==> src/rtl/tl_get_arbiter.sv <==
// tl_get_arbiter: round-robin arbiter and source-ID allocator in front of a
// shared TileLink A-channel Get queue. It grants at most one requester per
// cycle, tags the beat with the lowest free source ID, retires IDs on D-channel
// responses and steers each response back to the requester that issued it.
//
// Ports:
//   clock, reset      sole clock; synchronous active-high reset
//   io_req_valid      per-requester request valid
//   io_req_ready      per-requester accept (one-hot or zero)
//   io_req_address    per-requester 33-bit address, requester i at [33i+32:33i]
//   io_req_param      per-requester 3-bit A param, requester i at [3i+2:3i]
//   io_a_valid/ready  enqueue handshake to the A queue
//   io_a_param        param of the granted requester
//   io_a_source       allocated source ID
//   io_a_address      address of the granted requester
//   io_d_valid        single-beat D response, always accepted
//   io_d_source       source ID of the response
//   io_d_owner        one-hot owner of io_d_source while a valid in-flight beat
//   io_err_spurious   sticky flag: D beat for a source that was not in flight
module tl_get_arbiter #(
   parameter int unsigned NREQ        = 3,
   parameter int unsigned NSRC        = 8,
   parameter int unsigned MAX_PER_REQ = 4
) (
   input  logic                 clock,
   input  logic                 reset,
   input  logic [NREQ-1:0]      io_req_valid,
   output logic [NREQ-1:0]      io_req_ready,
   input  logic [NREQ*33-1:0]   io_req_address,
   input  logic [NREQ*3-1:0]    io_req_param,
   output logic                 io_a_valid,
   input  logic                 io_a_ready,
   output logic [2:0]           io_a_param,
   output logic [2:0]           io_a_source,
   output logic [32:0]          io_a_address,
   input  logic                 io_d_valid,
   input  logic [2:0]           io_d_source,
   output logic [NREQ-1:0]      io_d_owner,
   output logic                 io_err_spurious
);

   localparam int unsigned IW = (NREQ > 1) ? $clog2(NREQ) : 1;
   localparam int unsigned CW = $clog2(MAX_PER_REQ + 1);
   localparam int unsigned SW = 3;
   localparam int unsigned AW = 33;
   localparam int unsigned PW = 3;

   // Registered state
   logic [NSRC-1:0]  free;
   logic [IW-1:0]    owner [NSRC];
   logic [CW-1:0]    cnt   [NREQ];
   logic [IW-1:0]    rr_ptr;
   logic             locked;
   logic [IW-1:0]    lock_idx;
   logic [SW-1:0]    lock_src;
   logic             err;

   // Combinational decode
   logic             any_free;
   logic [SW-1:0]    low_src;
   logic [NREQ-1:0]  eligible;
   logic             gnt_valid;
   logic [IW-1:0]    gnt_idx;
   logic [SW-1:0]    a_src;
   logic             fire;
   logic [IW-1:0]    rr_nxt;
   logic             d_hit;
   logic [IW-1:0]    d_idx;
   logic [CW-1:0]    cnt_nxt [NREQ];

   assign any_free = |free;

   // Lowest-index free source ID from the registered pool
   always_comb begin
      low_src = '0;
      for (int s = int'(NSRC) - 1; s >= 0; s--) begin
         if (free[s]) low_src = SW'(s);
      end
   end

   // Per-requester eligibility: valid, below the in-flight cap, pool non-empty
   always_comb begin
      eligible = '0;
      for (int unsigned i = 0; i < NREQ; i++) begin
         eligible[i] = io_req_valid[i] && (cnt[i] < CW'(MAX_PER_REQ)) && any_free;
      end
   end

   // Grant: a stalled beat keeps its requester; otherwise rotate from rr_ptr
   always_comb begin
      gnt_valid = 1'b0;
      gnt_idx   = '0;
      if (locked) begin
         gnt_valid = 1'b1;
         gnt_idx   = lock_idx;
      end else begin
         for (int unsigned k = 0; k < NREQ; k++) begin
            if (!gnt_valid && eligible[IW'((32'(rr_ptr) + k) % NREQ)]) begin
               gnt_valid = 1'b1;
               gnt_idx   = IW'((32'(rr_ptr) + k) % NREQ);
            end
         end
      end
   end

   // A stalled beat keeps the ID it was offered so the payload stays stable
   // even if a lower ID is retired while waiting.
   assign a_src  = locked ? lock_src : low_src;
   assign fire   = gnt_valid && io_a_ready;
   assign rr_nxt = (gnt_idx == IW'(NREQ - 1)) ? '0 : gnt_idx + IW'(1);

   assign io_a_valid   = gnt_valid;
   assign io_a_source  = a_src;
   assign io_a_address = io_req_address[32'(gnt_idx) * AW +: AW];
   assign io_a_param   = io_req_param[32'(gnt_idx) * PW +: PW];

   always_comb begin
      io_req_ready = '0;
      if (fire) io_req_ready[gnt_idx] = 1'b1;
   end

   // D beat retires an ID only if it is actually in flight
   assign d_hit = io_d_valid && !free[io_d_source];
   assign d_idx = owner[io_d_source];

   always_comb begin
      io_d_owner = '0;
      if (d_hit) io_d_owner[d_idx] = 1'b1;
   end

   assign io_err_spurious = err;

   // In-flight counts; a fire and a retire for the same requester cancel out
   always_comb begin
      for (int unsigned i = 0; i < NREQ; i++) begin
         cnt_nxt[i] = cnt[i];
         if (fire && (gnt_idx == IW'(i))) cnt_nxt[i] = cnt_nxt[i] + CW'(1);
         if (d_hit && (d_idx == IW'(i)))  cnt_nxt[i] = cnt_nxt[i] - CW'(1);
      end
   end

   // State update; fire only clears a free ID and a D hit only sets a busy one,
   // so the two pool writes never target the same bit.
   always_ff @(posedge clock) begin
      if (reset) begin
         free     <= '1;
         for (int unsigned s = 0; s < NSRC; s++) owner[s] <= '0;
         for (int unsigned i = 0; i < NREQ; i++) cnt[i] <= '0;
         rr_ptr   <= '0;
         locked   <= 1'b0;
         lock_idx <= '0;
         lock_src <= '0;
         err      <= 1'b0;
      end else begin
         for (int unsigned i = 0; i < NREQ; i++) cnt[i] <= cnt_nxt[i];
         if (d_hit) free[io_d_source] <= 1'b1;
         if (io_d_valid && free[io_d_source]) err <= 1'b1;
         if (fire) begin
            free[a_src]  <= 1'b0;
            owner[a_src] <= gnt_idx;
            rr_ptr       <= rr_nxt;
            locked       <= 1'b0;
         end else if (gnt_valid) begin
            locked   <= 1'b1;
            lock_idx <= gnt_idx;
            lock_src <= a_src;
         end
      end
   end

endmodule

==> config.mk <==
export PLATFORM = sky130hd
export DESIGN_NAME = tl_get_arbiter
export DESIGN_NICKNAME = d
export VERILOG_FILES = /design/src/rtl/tl_get_arbiter.sv
export SDC_FILE = /design/constraint.sdc
export NUM_CORES = 1
export LEC_CHECK = 0
export CAP_MARGIN = 20
export CORE_MARGIN = 1
export CORE_UTILIZATION = 42
export CTS_BUF_LIST = sky130_fd_sc_hd__clkbuf_8
export CTS_CLUSTER_DIAMETER = 50
export DETAILED_ROUTE_END_ITERATION = 8
export GPL_TIMING_DRIVEN = 0
export PLACE_DENSITY = 0.83
export SLEW_MARGIN = 15
export SYNTH_ARGS = -nofsm -noshare
export SYNTH_HDL_FRONTEND = slang
export SYNTH_SLANG_ARGS = --single-unit
==> constraint.sdc <==
create_clock -name clock -period 3.3 [get_ports clock]
set_input_delay 0.33 -clock clock [delete_from_list [all_inputs] [get_ports clock]]
set_output_delay 0.33 -clock clock [all_outputs]
set_load 0.005 [all_outputs]
## Word-level counts from Yosys, hierarchy flattened

Memories as Yosys holds them, arrays and structs flattened.
Index checks and enable logic that the tools add are counted.
W data, S select, Z words.

| word-level totals | value |
|---|---|
| output and inout bits | 47 |
| logic and storage cells | 138 |
| RAM bits | 25 |
| memories | 2 |
| register bits | 17 |

Memory list:

| name | depth | bits a word | rd ports | clocked after memory_dff | write ports | line | source |
|---|---|---|---|---|---|---|---|
| owner | 8 | 2 | 1 | 0 | 8 | 50 | `logic [IW-1:0] owner [NSRC];` |
| cnt | 3 | 3 | 3 | 0 | 3 | 51 | `logic [CW-1:0] cnt [NREQ];` |

| cells by class | value |
|---|---|
| equal/unequal tests | 4 |
| mux-type cells | 59 |
| bitwise operators | 7 |
| shift-type cells | 2 |
| order comparisons | 14 |
| reduce and logical (&&, ||, !) cells | 30 |
| $add $sub $neg | 9 |
| multiply operators | 2 |
| divide/modulo/power cells | 3 |

Operator list:

| kind | number |
|---|---|
| $shiftx A99 B9 Y33 | 1 |
| $mod A32 B2 Y32 const B | 2 |
| $mux W3 | 21 |
| $mod A2 B2 Y32 const B | 1 |
| $mux W8 | 3 |
| $logic_and A1 B1 Y1 | 21 |
| $mux W1 | 21 |
| $lt A2 B3 Y1 const B | 5 |
| $mux W2 | 6 |
| $add A3 B1 Y3 const B | 3 |
| $lt A3 B3 Y1 const B | 3 |
| $shiftx A9 B5 Y3 | 1 |
| $sub A3 B1 Y3 const B | 3 |
| $and A8 B8 Y8 | 1 |
| $lt A3 B4 Y1 const B | 2 |
| $mul A2 B6 Y8 const B | 1 |
| $not A8 Y8 | 1 |
| $or A8 B8 Y8 | 1 |
| $reduce_or A8 Y1 | 1 |
| $bmux W1 S2 | 3 |
| $demux W1 S3 | 2 |
| $ge A3 B1 Y1 const B | 2 |
| $demux W1 S2 | 2 |
| $eq A2 B1 Y1 const B | 2 |
| other kinds (13) | 21 |

## Longest topological paths before layout

| logic depth | value |
|---|---|
| depth after elaboration | 21 |
| mapped depth | 16 |

## Worst setup path after synthesis

OpenSTA, ideal clock, no wires.

| path | value |
|---|---|
| path kind | register -> register |
| start point | register rr_ptr[0] |
| end point | memory cnt[0][2] in the netlist's numbering |
| slack | 0.280 ns |
| period minus slack after synthesis | 3.020 ns |
| stages on the path, launching flop included | 14 |
| data arrival time | 2.949 ns |
| path through | dfxtp_1 > inv_1 > ha_1 > buf_2 > nor4b_1 > o21ai_0 > a22oi_1 > o21ai_2 > mux2i_1 > ha_1 > inv_1 > o21a_1 > or3_1 > a21oi_1 |

RTL lines:

| what | line | source |
|---|---|---|
| start: declaration | 52 | `logic [IW-1:0] rr_ptr;` |
| start signal: assignment | 161 | `rr_ptr <= rr_nxt;` |
| end: declaration | 51 |  |

==> impl_metrics.py <==
metrics = {
    "outcome": {
        "outcome": "finished clean",
    },
    "floorplan": {
        "die_w_microns": 92.12,
        "core_sq_mm": 0.007807,
        "die_h_microns": 92.12,
        "initial_core_util": 0.4369,
        "io_pins": 165,
        "rows": 32,
        "fp.dieArea_sq_mm": 0.008485,
    },
    "final_layout": {
        "area_growth_pct": 59.98,
        "drive_gt1_frac": 0.1233,
        "fin_nets": 717,
        "final_util": 0.6989,
        "instances_no_fill": 694,
        "diodes": 0,
    },
    "yosys": {
        "synthArstFlopShare": 0,
        "yosysWarnings": 0,
        "synth.yosys.seq_area_share": 0.2935,
        "synth_cells": 410,
        "synth.avg_cell_area_sq_um": 8.319,
        "ys_ff_latch": 42,
        "synth-edff-count": 16,
        "synth_top_flop_cell": "dfxtp_1",
        "yosys.area.top_type": "dfxtp_1",
        "synthTopCellsByArea": "dfxtp_1 (15%), mux2i_1 (14%), edfxtp_1 (14%)",
        "synthDistinctLibCells": 67,
        "yosys.area.top_type_share": 0.1526,
        "synth.net_count": 536,
        "synth_area_sq_mm": 0.003411,
    },
    "critical_path": {
        "critPathSlowestCell": "or3_1",
        "crit_required_ps": 3530,
        "crit_type": "reg -> reg",
        "max_stage_delay_ps": 360,
        "cp_num_buf_inv": 6,
        "cp_max_fo": 10,
        "path_common_cell": "buf_4",
        "path_delay_family": "compound AO/OA/AOI/OAI gates",
        "critPathLaunchType": "flip-flop",
        "endpoint_kind": "flip-flop",
        "arrival_ps": 3440,
        "crit_chain": "inv_2, ha_4, buf_6, and4b_1, o32a_1, a221oi_4, buf_4, buf_4, o21ai_4, buf_4, xor2_1, ha_1, inv_1, o21a_1, or3_1, a21oi_1",
    },
    "power": {
        "vdd_drop_max_mv": 0.2120,
        "pwr_density_cell_mw_per_mm2": 390.4,
        "total_power_mw": 2.130,
        "cellLeakagePower_nw": 2.107,
    },
    "cts": {
        "tritoncts": "built",
        "cts.sinks": 42,
        "cts_max_level": 2,
        "clk_latency_ps": 300,
        "cts_root_buf": "clkbuf_8",
        "cts_max_path_buffers": 2,
        "clkTransAtPathRegs_ps": 80,
        "cts_buffers": 5,
        "ctsHoldBuffers": 0,
    },
    "timing": {
        "fin_skew_ps": 10.56,
        "fin_crit_ps": 3210,
        "max-slew-margin-rel": 0.2593,
        "worst_pin_slew_ps": 1097,
        "hold_viol_final": 0,
        "drv_slew": 0,
        "clock.fmax_mhz": 311.5,
        "fin_crit_sh": 0.9727,
        "setup_violations": 0,
        "whs_ps": 469.4,
    },
    "place": {
        "dp_hpwl_microns": 9163,
        "dp_cells": 674,
        "portBuffers": 162,
        "place.gp.congestion": 0.9282,
    },
    "grt": {
        "grt-ovfl-total": 0,
        "antenna_found_initial": 0,
        "grt_pass1_wl_microns": 18190,
        "track_usage": 0.2731,
        "first_global_vias": 3770,
        "grt_start_max_net_pins": 14,
    },
    "drt": {
        "route.detailed.drc": 0,
        "vias": 3852,
        "first_pass_iters": 5,
        "routed_wl_microns": 11970,
        "antenna_left": 0,
        "post_drt_via_cell_ratio": 5.550,
        "wl_per_cell_microns": 17.25,
        "drtIter0Drc": 216,
    },
    "hold_path": {
        "worstHoldPathType": "reg -> reg",
    },
    "job": {
        "maxCapViolations": 0,
    },
}
-- tightest hold or removal path, cell delays in order, from the launching register on --
cell,delay [ps]
dfxtp_1,330
a21oi_1,40
nor2_1,70
-- path summary, 6_finish.rpt --
| check | startpoint | endpoint | slack, ps | cells past startpoint |
|---|---|---|---|---|
| worst max-delay path | rr_ptr[0] | cnt[0][2] | 90 | 16 |
| worst min-delay path | io_err_spurious | io_err_spurious | 470 | 2 |
| worst max register to register | rr_ptr[0] | cnt[0][2] | 90 | 16 |
| worst min register to register | io_err_spurious | io_err_spurious | 470 | 2 |
-- where the power goes --
group / internal [mW] / total [mW] / switching [mW]
clock network: 0.244 / 0.425 / 0.181
registers: 0.574 / 0.606 / 0.0322
logic: 0.575 / 1.10 / 0.524
-- sequential cells by signal, summed over array words and instances (netlist names) --
| name | count |
|---|---|
| locked | 1 |
| rr_ptr | 2 |
| io_err_spurious | 1 |
| lock_idx | 2 |
| free | 8 |
| lock_src | 3 |
| cnt | 9 |
| owner | 16 |
-- cell families after synthesis --
kind of cell    after synthesis  share of synthesized area
simple gates                151                     0.2256
compound gates              108                     0.2175
mux                          54                     0.1669
buf+inv                      43                    0.05686
flops                        42                     0.2935
fa+ha+maj                     8                    0.02935
xor+xnor                      4                    0.01027
-- repair_timing --
action,4_1_cts,5_1_grt
buffers inserted,8,4
endpoints found under the setup margin,43,30
cloned,1,0
pin swaps,2,4
gates resized for setup,68,15
-- layout make-up --
class	count	area (sq um)
Buffer	31	200.2
Timing Repair Buffer	175	1678
Sequential cell	42	1003
Multi-Input combinational cell	325	2290
Fill cell	652	2351
Inverter	11	41.29
Clock inverter	2	33.78
Tap cell	102	127.6
Clock buffer	6	82.58
-- placed cells by master, fill, tap and decap left out, types with 12 or more instances in the layout --
cell,count
buf_4,17
clkdlybuf4s50_1,126
dfxtp_1,24
dlygate4sd2_1,35
edfxtp_1,16
mux2i_1,48
nand2_1,55
nand2b_1,12
nor2_1,40
o21ai_0,47
-- metal layers --
layer	track usage	wire (microns)	vias up
met1	0.2921	4467	1802
met4	0.08854	269	0
met2	0.5137	6173	175
li1	-	-	1853
met5	0	0	-
met3	0.07463	1065	22
-- metrics by stage --
stage / worst slack (ps) / setup TNS [ps] / instance area (sq um)
floorplan: 280.4 / 0 / 3411
global placement: -405.4 / -12660 / 5160
detailed placement: -374.1 / -11780 / 5160
CTS: 14.47 / 0 / 5394
global route: -7.701 / -7.701 / 5456
finish: 89.93 / 0 / 5456
-- cells in the mapped netlist, types with 2 or more instances --
| cell | instances |
|---|---|
| a211o_1 | 2 |
| a21oi_1 | 11 |
| a22o_1 | 2 |
| buf_1 | 3 |
| buf_2 | 14 |
| buf_6 | 2 |
| clkbuf_1 | 13 |
| dfxtp_1 | 26 |
| edfxtp_1 | 16 |
| ha_1 | 8 |
| inv_1 | 10 |
| mux2_2 | 2 |
| mux2i_1 | 49 |
| mux4_2 | 2 |
| nand2_1 | 55 |
| nand2b_1 | 12 |
| nand3_1 | 4 |
| nand3b_1 | 5 |
| nand4_1 | 3 |
| nor2_1 | 40 |
| nor2b_1 | 3 |
| nor3_1 | 6 |
| nor3_2 | 2 |
| nor4_1 | 3 |
| nor4b_1 | 3 |
| o211a_1 | 2 |
| o211ai_1 | 3 |
| o21ai_0 | 52 |
| o311ai_1 | 2 |
| o31a_1 | 2 |
| o31ai_1 | 4 |
| o32a_1 | 9 |
| or2_2 | 2 |
| or3_1 | 3 |
| xnor2_1 | 2 |
| xor2_1 | 2 |
No activity file was read; power rests on OpenSTA's default activity.
